===== src/rtl/multiword_add_sequencer_if.sv =====
// Handshake and operand/result bundle for multiword_add_sequencer.
// The requester uses the master modport; the sequencer uses slave.
interface multiword_add_sequencer_if #(
  parameter int unsigned WORD_WIDTH = 16,
  parameter int unsigned NUM_WORDS  = 4
);
  localparam int unsigned OP_WIDTH = WORD_WIDTH * NUM_WORDS;

  logic                start_valid;
  logic                start_ready;
  logic [OP_WIDTH-1:0] a;
  logic [OP_WIDTH-1:0] b;
  logic                sub;
  logic                c_in;
  logic                result_valid;
  logic                result_ready;
  logic [OP_WIDTH-1:0] sum;
  logic                c_out;
  logic                overflow;
  logic                busy;

  modport master (
    output start_valid, a, b, sub, c_in, result_ready,
    input  start_ready, result_valid, sum, c_out, overflow, busy
  );

  modport slave (
    input  start_valid, a, b, sub, c_in, result_ready,
    output start_ready, result_valid, sum, c_out, overflow, busy
  );
endinterface


===== src/rtl/multiword_add_sequencer.sv =====
// Multi-precision add/subtract: one WORD_WIDTH slice is reused over NUM_WORDS
// cycles, least-significant word first, with the carry chained through a register.
module multiword_add_sequencer #(
  parameter int unsigned WORD_WIDTH = 16,
  parameter int unsigned NUM_WORDS  = 4
) (
  input logic                      clk,
  input logic                      rst,
  multiword_add_sequencer_if.slave bus
);
  localparam int unsigned OP_WIDTH = WORD_WIDTH * NUM_WORDS;
  localparam int unsigned IDX_W    = (NUM_WORDS > 1) ? $clog2(NUM_WORDS) : 1;

  typedef enum logic [1:0] {IDLE, RUN, DONE} state_e;

  state_e              state_q;
  logic [IDX_W-1:0]    idx_q;
  logic                carry_q;
  logic [OP_WIDTH-1:0] a_q;
  logic [OP_WIDTH-1:0] b_q;
  logic [OP_WIDTH-1:0] sum_q;
  logic                c_out_q;
  logic                overflow_q;
  logic                result_valid_q;
  logic                start_ready_q;
  logic                busy_q;

  logic [WORD_WIDTH-1:0] a_word;
  logic [WORD_WIDTH-1:0] b_word;
  logic [WORD_WIDTH:0]   slice;
  logic [OP_WIDTH-1:0]   sum_d;
  logic                  last_word;
  logic                  msb_carry_in;

  always_comb begin
    a_word = '0;
    b_word = '0;
    sum_d  = sum_q;
    for (int unsigned w = 0; w < NUM_WORDS; w++) begin
      if (idx_q == IDX_W'(w)) begin
        a_word = a_q[w*WORD_WIDTH +: WORD_WIDTH];
        b_word = b_q[w*WORD_WIDTH +: WORD_WIDTH];
      end
    end
    slice = {1'b0, a_word} + {1'b0, b_word} + {{WORD_WIDTH{1'b0}}, carry_q};
    for (int unsigned w = 0; w < NUM_WORDS; w++) begin
      if (idx_q == IDX_W'(w)) begin
        sum_d[w*WORD_WIDTH +: WORD_WIDTH] = slice[WORD_WIDTH-1:0];
      end
    end
    last_word    = (idx_q == IDX_W'(NUM_WORDS - 1));
    // Carry into the top bit is recovered from the slice's own MSB inputs/output.
    msb_carry_in = a_word[WORD_WIDTH-1] ^ b_word[WORD_WIDTH-1] ^ slice[WORD_WIDTH-1];
  end

  always_ff @(posedge clk) begin
    if (rst) begin
      state_q        <= IDLE;
      idx_q          <= '0;
      carry_q        <= 1'b0;
      a_q            <= '0;
      b_q            <= '0;
      sum_q          <= '0;
      c_out_q        <= 1'b0;
      overflow_q     <= 1'b0;
      result_valid_q <= 1'b0;
      start_ready_q  <= 1'b1;
      busy_q         <= 1'b0;
    end else begin
      case (state_q)
        IDLE: begin
          if (bus.start_valid) begin
            a_q           <= bus.a;
            b_q           <= bus.sub ? ~bus.b : bus.b;
            carry_q       <= bus.sub ^ bus.c_in;
            idx_q         <= '0;
            start_ready_q <= 1'b0;
            busy_q        <= 1'b1;
            state_q       <= RUN;
          end
        end
        RUN: begin
          sum_q   <= sum_d;
          carry_q <= slice[WORD_WIDTH];
          idx_q   <= idx_q + 1'b1;
          if (last_word) begin
            c_out_q        <= slice[WORD_WIDTH];
            overflow_q     <= msb_carry_in ^ slice[WORD_WIDTH];
            result_valid_q <= 1'b1;
            state_q        <= DONE;
          end
        end
        DONE: begin
          if (bus.result_ready) begin
            result_valid_q <= 1'b0;
            start_ready_q  <= 1'b1;
            busy_q         <= 1'b0;
            state_q        <= IDLE;
          end
        end
        default: state_q <= IDLE;
      endcase
    end
  end

  assign bus.start_ready  = start_ready_q;
  assign bus.result_valid = result_valid_q;
  assign bus.sum          = sum_q;
  assign bus.c_out        = c_out_q;
  assign bus.overflow     = overflow_q;
  assign bus.busy         = busy_q;
endmodule


===== src/flat_wrapper.sv =====
// flat-port wrapper written by rule: the top's interface ports become plain ports
module multiword_add_sequencer_flat 
#(
  parameter int unsigned WORD_WIDTH = 16,
  parameter int unsigned NUM_WORDS  = 4
)
  (clk, rst, bus_start_valid, bus_a, bus_b, bus_sub, bus_c_in, bus_result_ready, bus_start_ready, bus_result_valid, bus_sum, bus_c_out, bus_overflow, bus_busy);
  multiword_add_sequencer_if #(.WORD_WIDTH(WORD_WIDTH), .NUM_WORDS(NUM_WORDS)) bus_i ();
  input logic clk;
  input logic rst;
  input wire logic [$bits(bus_i.start_valid)-1:0] bus_start_valid;
  input wire logic [$bits(bus_i.a)-1:0] bus_a;
  input wire logic [$bits(bus_i.b)-1:0] bus_b;
  input wire logic [$bits(bus_i.sub)-1:0] bus_sub;
  input wire logic [$bits(bus_i.c_in)-1:0] bus_c_in;
  input wire logic [$bits(bus_i.result_ready)-1:0] bus_result_ready;
  output wire logic [$bits(bus_i.start_ready)-1:0] bus_start_ready;
  output wire logic [$bits(bus_i.result_valid)-1:0] bus_result_valid;
  output wire logic [$bits(bus_i.sum)-1:0] bus_sum;
  output wire logic [$bits(bus_i.c_out)-1:0] bus_c_out;
  output wire logic [$bits(bus_i.overflow)-1:0] bus_overflow;
  output wire logic [$bits(bus_i.busy)-1:0] bus_busy;
  assign bus_i.start_valid = bus_start_valid;
  assign bus_i.a = bus_a;
  assign bus_i.b = bus_b;
  assign bus_i.sub = bus_sub;
  assign bus_i.c_in = bus_c_in;
  assign bus_i.result_ready = bus_result_ready;
  assign bus_start_ready = bus_i.start_ready;
  assign bus_result_valid = bus_i.result_valid;
  assign bus_sum = bus_i.sum;
  assign bus_c_out = bus_i.c_out;
  assign bus_overflow = bus_i.overflow;
  assign bus_busy = bus_i.busy;
  multiword_add_sequencer #(.WORD_WIDTH(WORD_WIDTH), .NUM_WORDS(NUM_WORDS)) u_core (.clk(clk), .rst(rst), .bus(bus_i));
endmodule

===== config.mk =====
export PLATFORM = sky130hd
export DESIGN_NAME = multiword_add_sequencer_flat
export DESIGN_NICKNAME = d
export VERILOG_FILES = /design/src/rtl/multiword_add_sequencer_if.sv /design/src/rtl/multiword_add_sequencer.sv /design/src/flat_wrapper.sv
export SDC_FILE = /design/constraint.sdc
export NUM_CORES = 1
export LEC_CHECK = 0
export ABC_AREA = 1
export CAP_MARGIN = 20
export CORE_MARGIN = 2
export CORE_UTILIZATION = 52
export DETAILED_ROUTE_END_ITERATION = 10
export MAX_ROUTING_LAYER = met4
export PLACE_DENSITY = 0.81
export SETUP_SLACK_MARGIN = 0.5
export SYNTH_ARGS = -nofsm -noshare
export SYNTH_HDL_FRONTEND = slang
export SYNTH_SLANG_ARGS = --single-unit

===== constraint.sdc =====
create_clock -name clk -period 4.3 [get_ports clk]
set_clock_uncertainty 0.1 [all_clocks]
set_input_delay 0.43 -clock clk [delete_from_list [all_inputs] [get_ports clk]]
set_output_delay 0.43 -clock clk [all_outputs]
set_load 0.005 [all_outputs]

Yosys cells after proc, flatten, opt, wreduce, memory -nomap -nowiden
Index checks and enable logic that the tools add are counted.
W data, S select, Z words.
{ "word_totals": {"word_cells": 69, "input_bits": 134, "output_inout_bits": 69, "regBits": 202} }
{ "op_classes": {"mux": 25, "bitwise_logic": 5, "reduce_logical": 14, "add_sub_neg": 3, "eq_ne": 8} }
{ "ops": {"columns": ["op", "count"], "rows": [
  ["$mux W16", 8],
  ["$mux W64", 1],
  ["$not A64 Y64", 1],
  ["$add A16 B16 Y17", 1],
  ["$add A17 B1 Y17", 1],
  ["$reduce_and A2 Y1", 6],
  ["$reduce_and A3 Y1", 3],
  ["$mux W2", 4],
  ["$pmux W1 S2", 4],
  ["$eq A2 B2 Y1 const B", 3],
  ["$mux W1", 6],
  ["$pmux W2 S3", 1],
  ["$reduce_bool A2 Y1", 3],
  ["$eq A2 B1 Y1 const B", 2],
  ["$logic_not A2 Y1", 2],
  ["$ne A2 B2 Y1 const B", 2],
  ["$pmux W2 S2", 1],
  ["$xor A1 B1 Y1", 4],
  ["$add A2 B1 Y2 const B", 1],
  ["$ne A2 B1 Y1 const B", 1]
]} }

Longest topological paths before layout
{ "depth": {"ltp_word": 9, "depth_mapped": 22, "depth_no_buf": 21} }

Worst setup path before layout
Ideal clock, no wire load.
{ "synth_timing": {"path_kind": "reg2reg", "start": "register u_core.idx_q[0]", "end": "register u_core.sum_q[60], in the netlist u_core.bus.sum[60]", "t_arrival_ps": 2918, "required_ps": 4091, "setup_time_ps": 109, "setup_slack_ps": 1173, "n_path_buf": 1, "stages_incl_launch_ff": 21, "synth_period_minus_slack_ps": 3127, "cell_sequence": "dfxtp_1 -> inv_1 -> ha_1 -> inv_1 -> nor2_1 -> buf_2 -> a22oi_1 -> o21ai_0 -> o21ai_0 -> fa_1 -> fa_1 -> inv_1 -> nand3_1 -> nand2_1 -> nand2_1 -> nand2_1 -> nand3_1 -> nand3_1 -> nand3_1 -> nand2_1 -> inv_1"} }
{ "synth_between": {"elab_chain_len": 7, "elab_cells_between_ends": 15, "cone_classes": "add/sub: 2; eq/ne: 3; mux: 8; reduce/logical: 2"} }
{ "synth_lines": {"columns": ["element", "line_no", "text"], "rows": [
  ["start: declaration", "multiword_add_sequencer.sv:17", "logic [IDX_W-1:0] idx_q;"],
  ["start signal: assignment", "multiword_add_sequencer.sv:85", "idx_q <= idx_q + 1'b1;"],
  ["$logic_not A2 Y1", "multiword_add_sequencer.sv:40", "if (idx_q == IDX_W'(w)) begin"],
  ["$mux W16 (4 in a row)", "multiword_add_sequencer.sv:40", null],
  ["$add A16 B16 Y17", "multiword_add_sequencer.sv:45", "slice = {1'b0, a_word} + {1'b0, b_word} + {{WORD_WIDTH{1'b0}}, carry_q};"],
  ["$add A17 B1 Y17", "multiword_add_sequencer.sv:45", null],
  ["end signal: assignment", "multiword_add_sequencer.sv:83", "sum_q <= sum_d;"],
  ["end: declaration", "multiword_add_sequencer.sv:21", "logic [OP_WIDTH-1:0] sum_q;"]
]} }
Parallel ways exist; a longest one is shown, timed or not.
A chain may end at the register's enable or synchronous reset.

Final worst setup path
{ "layout_timing": {"start": "register u_core.idx_q[0]", "end": "register u_core.sum_q[29], in the netlist u_core.bus.sum[29]"} }
Same word-level chain as after synthesis.

==> impl_metrics.tcl <==
set metrics [dict create \
    cellPowerDensity_nw_per_um2 386 \
    numPortBuffers 202 \
    synth.cell_area_sq_um 9880 \
    power.share.switching 0.288 \
    wl_per_cell_um 15.4 \
    status "completed" \
    synth_warnings 0 \
    p_int_mw 3.45 \
    firstDrtPassIters 5 \
    grtUsageTotal 0.264 \
    slew_violations 0 \
    clk_pin_slew_ps 60 \
    die_h_um 142 \
    ctsHoldBuffers 0 \
    first_iter_violations 608 \
    cts_tree "done" \
    path_max_fanout 17 \
    grt_max_degree 116 \
    max_freq_ghz 0.285 \
    drv_cap 0 \
    cts-root-buf "clkbuf_16" \
    layout_setup_ws_ps 790 \
    rsz0062_at_grt "false" \
    endpoint_kind "flop" \
    max_stage_delay_ps 360 \
    maxSlewHeadroom 0.285 \
    sequentialPowerShare 0.429 \
    postSynthAreaPerCell_sq_um 7.59 \
    pin_count 203 \
    switchingPower_mw 1.40 \
    hold_class "flop to flop" \
    initial_core_util 0.530 \
    antenna_left 0 \
    worstPathArrival_ps 3800 \
    p_comb_frac 0.217 \
    path_common_cell "nand2_1" \
    fp.dieArea_sq_um 20100 \
    fin_nets 1615 \
    ys_ff_latch 202 \
    cts-htree-levels 1 \
    gp_congestion 0.936 \
    cts.sinks 202 \
    drc 0 \
    antenna_cells 0 \
    hpwlAfterDp_mm 18.8 \
    slowest_stage "a22oi_1" \
    fin_crit_ps 3510 \
    crit_chain "inv_1 > ha_1 > inv_1 > nor2_4 > buf_8 > clkinvlp_4 > o22ai_1 > nand2_1 > a22oi_1 > ha_1 > nand2_1 > inv_1 > a21oi_1 > nor2_1 > nor2_1 > nand2_1 > nand2_1 > nand3_1 > nand2_1 > inv_1" \
    vdd_drop_max_mv 0.244 \
    syn_inst 1302 \
    area_growth_pct 27.3 \
    rows 50 \
    utilization 0.674 \
    synth-seq-area-share 0.409 \
    viasPerCell 5.34 \
    start_kind "flop" \
    worst_slew_pin_slew_ps 1070 \
    grt_pass1_wl_mm 42.1 \
    pre_cts_slack_ps 533 \
    die_w_um 142 \
    cts.path.max_buffers 3 \
    path_class "flop to flop" \
    antenna_found_initial 0 \
    vias 9099 \
    final_hold_viol_count 0 \
    synth.distinct_cells 34 \
    setup_viol 0 \
    clk_latency_ps 510 \
    core_area_sq_um 18600 \
    grt_pass1_vias 8526 \
    finalCritPeriodShare 0.816 \
    cts_made_buffers 21 \
    fin_hold_ws_ps 353 \
    fin_total_pwr_mw 4.85 \
    leakagePower_nw 5.59 \
    wl_mm 26.3 \
    p_clk_frac 0.354 \
    tns_ps 0 \
    postSynthNetCount 1457 \
    worst_ep_required_time_ps 4590 \
    drive_gt1_frac 0.0544 \
    grt_overflow 0 \
]
[cells by family after synthesis]
| family | Yosys count | share of synthesized area |
|---|---|---|
| buf+inv | 237 | 0.105 |
| simple gates | 379 | 0.160 |
| flops | 202 | 0.409 |
| xor+xnor | 71 | 0.0630 |
| fa+ha+maj | 21 | 0.0281 |
| compound gates | 392 | 0.235 |
[flip-flops by register name (all words and copies together) (netlist names)]
signal	count
u_core.a_q	64
u_core.bus.result_valid	1
u_core.carry_q	1
u_core.bus.sum	64
u_core.b_q	64
u_core.bus.busy	1
u_core.bus.start_ready	1
u_core.state_q	2
u_core.bus.c_out	1
u_core.idx_q	2
u_core.bus.overflow	1
[power groups by stage]
stage	Combinational (mW)	Sequential, mW	Clock, mW
after floorplan	0.643	2.10	0
after global placement	0.993	2.11	0
after detailed placement	1.01	2.12	0
after CTS	1.02	2.08	1.73
after global routing	1.16	2.09	1.82
final	1.05	2.08	1.72
[timing repair]
item / 4_1_cts / 5_1_grt
setup buffers: 0 / 7
resized for setup: 0 / 17
endpoints found under the setup margin: 0 / 55
[cell usage after synthesis (all sizes together)]
library cell | instances | area, sq um
o211ai | 10 | 75.1
clkinv | 1 | 3.75
clkbuf | 36 | 135
a21oi | 103 | 515
nor2 | 181 | 752
o21a | 29 | 218
nand4 | 1 | 6.26
ha | 19 | 238
xor2 | 44 | 385
a22oi | 28 | 210
inv | 151 | 569
a211oi | 27 | 248
and3 | 1 | 6.26
xnor2 | 27 | 236
o21bai | 23 | 173
dfxtp | 202 | 4040
o22ai | 11 | 68.8
fa | 2 | 40.0
buf | 49 | 332
nor3 | 4 | 31.3
o21ai | 161 | 810
nand3 | 48 | 240
nand2 | 144 | 541
[critical path: cells and delay by family (launching register included)]
| kind | cells | cell delay, ps |
|---|---|---|
| AO/OA/AOI/OAI | 3 | 740 |
| adder cells (fa/ha/maj) | 2 | 520 |
| buffers and inverters | 6 | 710 |
| flip-flops | 1 | 330 |
| AND/OR/NAND/NOR | 9 | 1010 |
[routing by layer]
metal / track usage / wire (um) / part of all wire / vias up
met5: - / 0 / 0 / -
met1: 0.348 / 11700 / 0.44 / 4182
met3: 0.0280 / 1480 / 0.056 / 36
met2: 0.445 / 12700 / 0.48 / 302
li1: - / - / - / 4579
met4: 0.0516 / 415 / 0.016 / 0
[final cells by class]
cell class                 instances  area [sq um]
inverter                         152           588
clock inverter                     5          53.8
sequential                       202          4040
timing repair inverter             1          5.00
fill                            1527          6070
multi-input combinational        863          4830
clock buffer                      29           586
tap                              234           293
timing repair buffer             219          2170
[path summary, 6_finish.rpt]
path                            cells after the start  slack [ps]             from                 end
worst min-delay path                                2         350   u_core.b_q[60]      u_core.b_q[60]
worst max register to register                     20         790  u_core.idx_q[0]  u_core.bus.sum[29]
worst min register to register                      2         350   u_core.b_q[60]      u_core.b_q[60]
worst max-delay path                               20         790  u_core.idx_q[0]  u_core.bus.sum[29]
[stage by stage]
stage / cells / instance area (sq um)
after detailed placement: 1663 / 11800
after CTS: 1697 / 12500
after global placement: 1663 / 11800
after global routing: 1705 / 12600
after floorplan: 1302 / 9880
final: 1705 / 12600
[layout by cell type (no fill, tap or decap), drive strengths merged]
cell type	synthesis	layout
bufinv	0	1
a21oi	103	103
and3	1	1
o21bai	23	23
inv	151	151
clkinvlp	0	3
nor2	181	181
o211ai	10	10
a22oi	28	28
buf	49	18
xor2	44	44
xnor2	27	27
nand2	144	144
nor3	4	4
clkinv	1	3
clkbuf	36	29
fa	2	2
o22ai	11	11
nand4	1	1
dfxtp	202	202
o21ai	161	161
nand3	48	48
ha	19	19
a211oi	27	27
o21a	29	29
clkdlybuf4s50	0	201
Note: power is estimated with default switching activity, not from simulation.
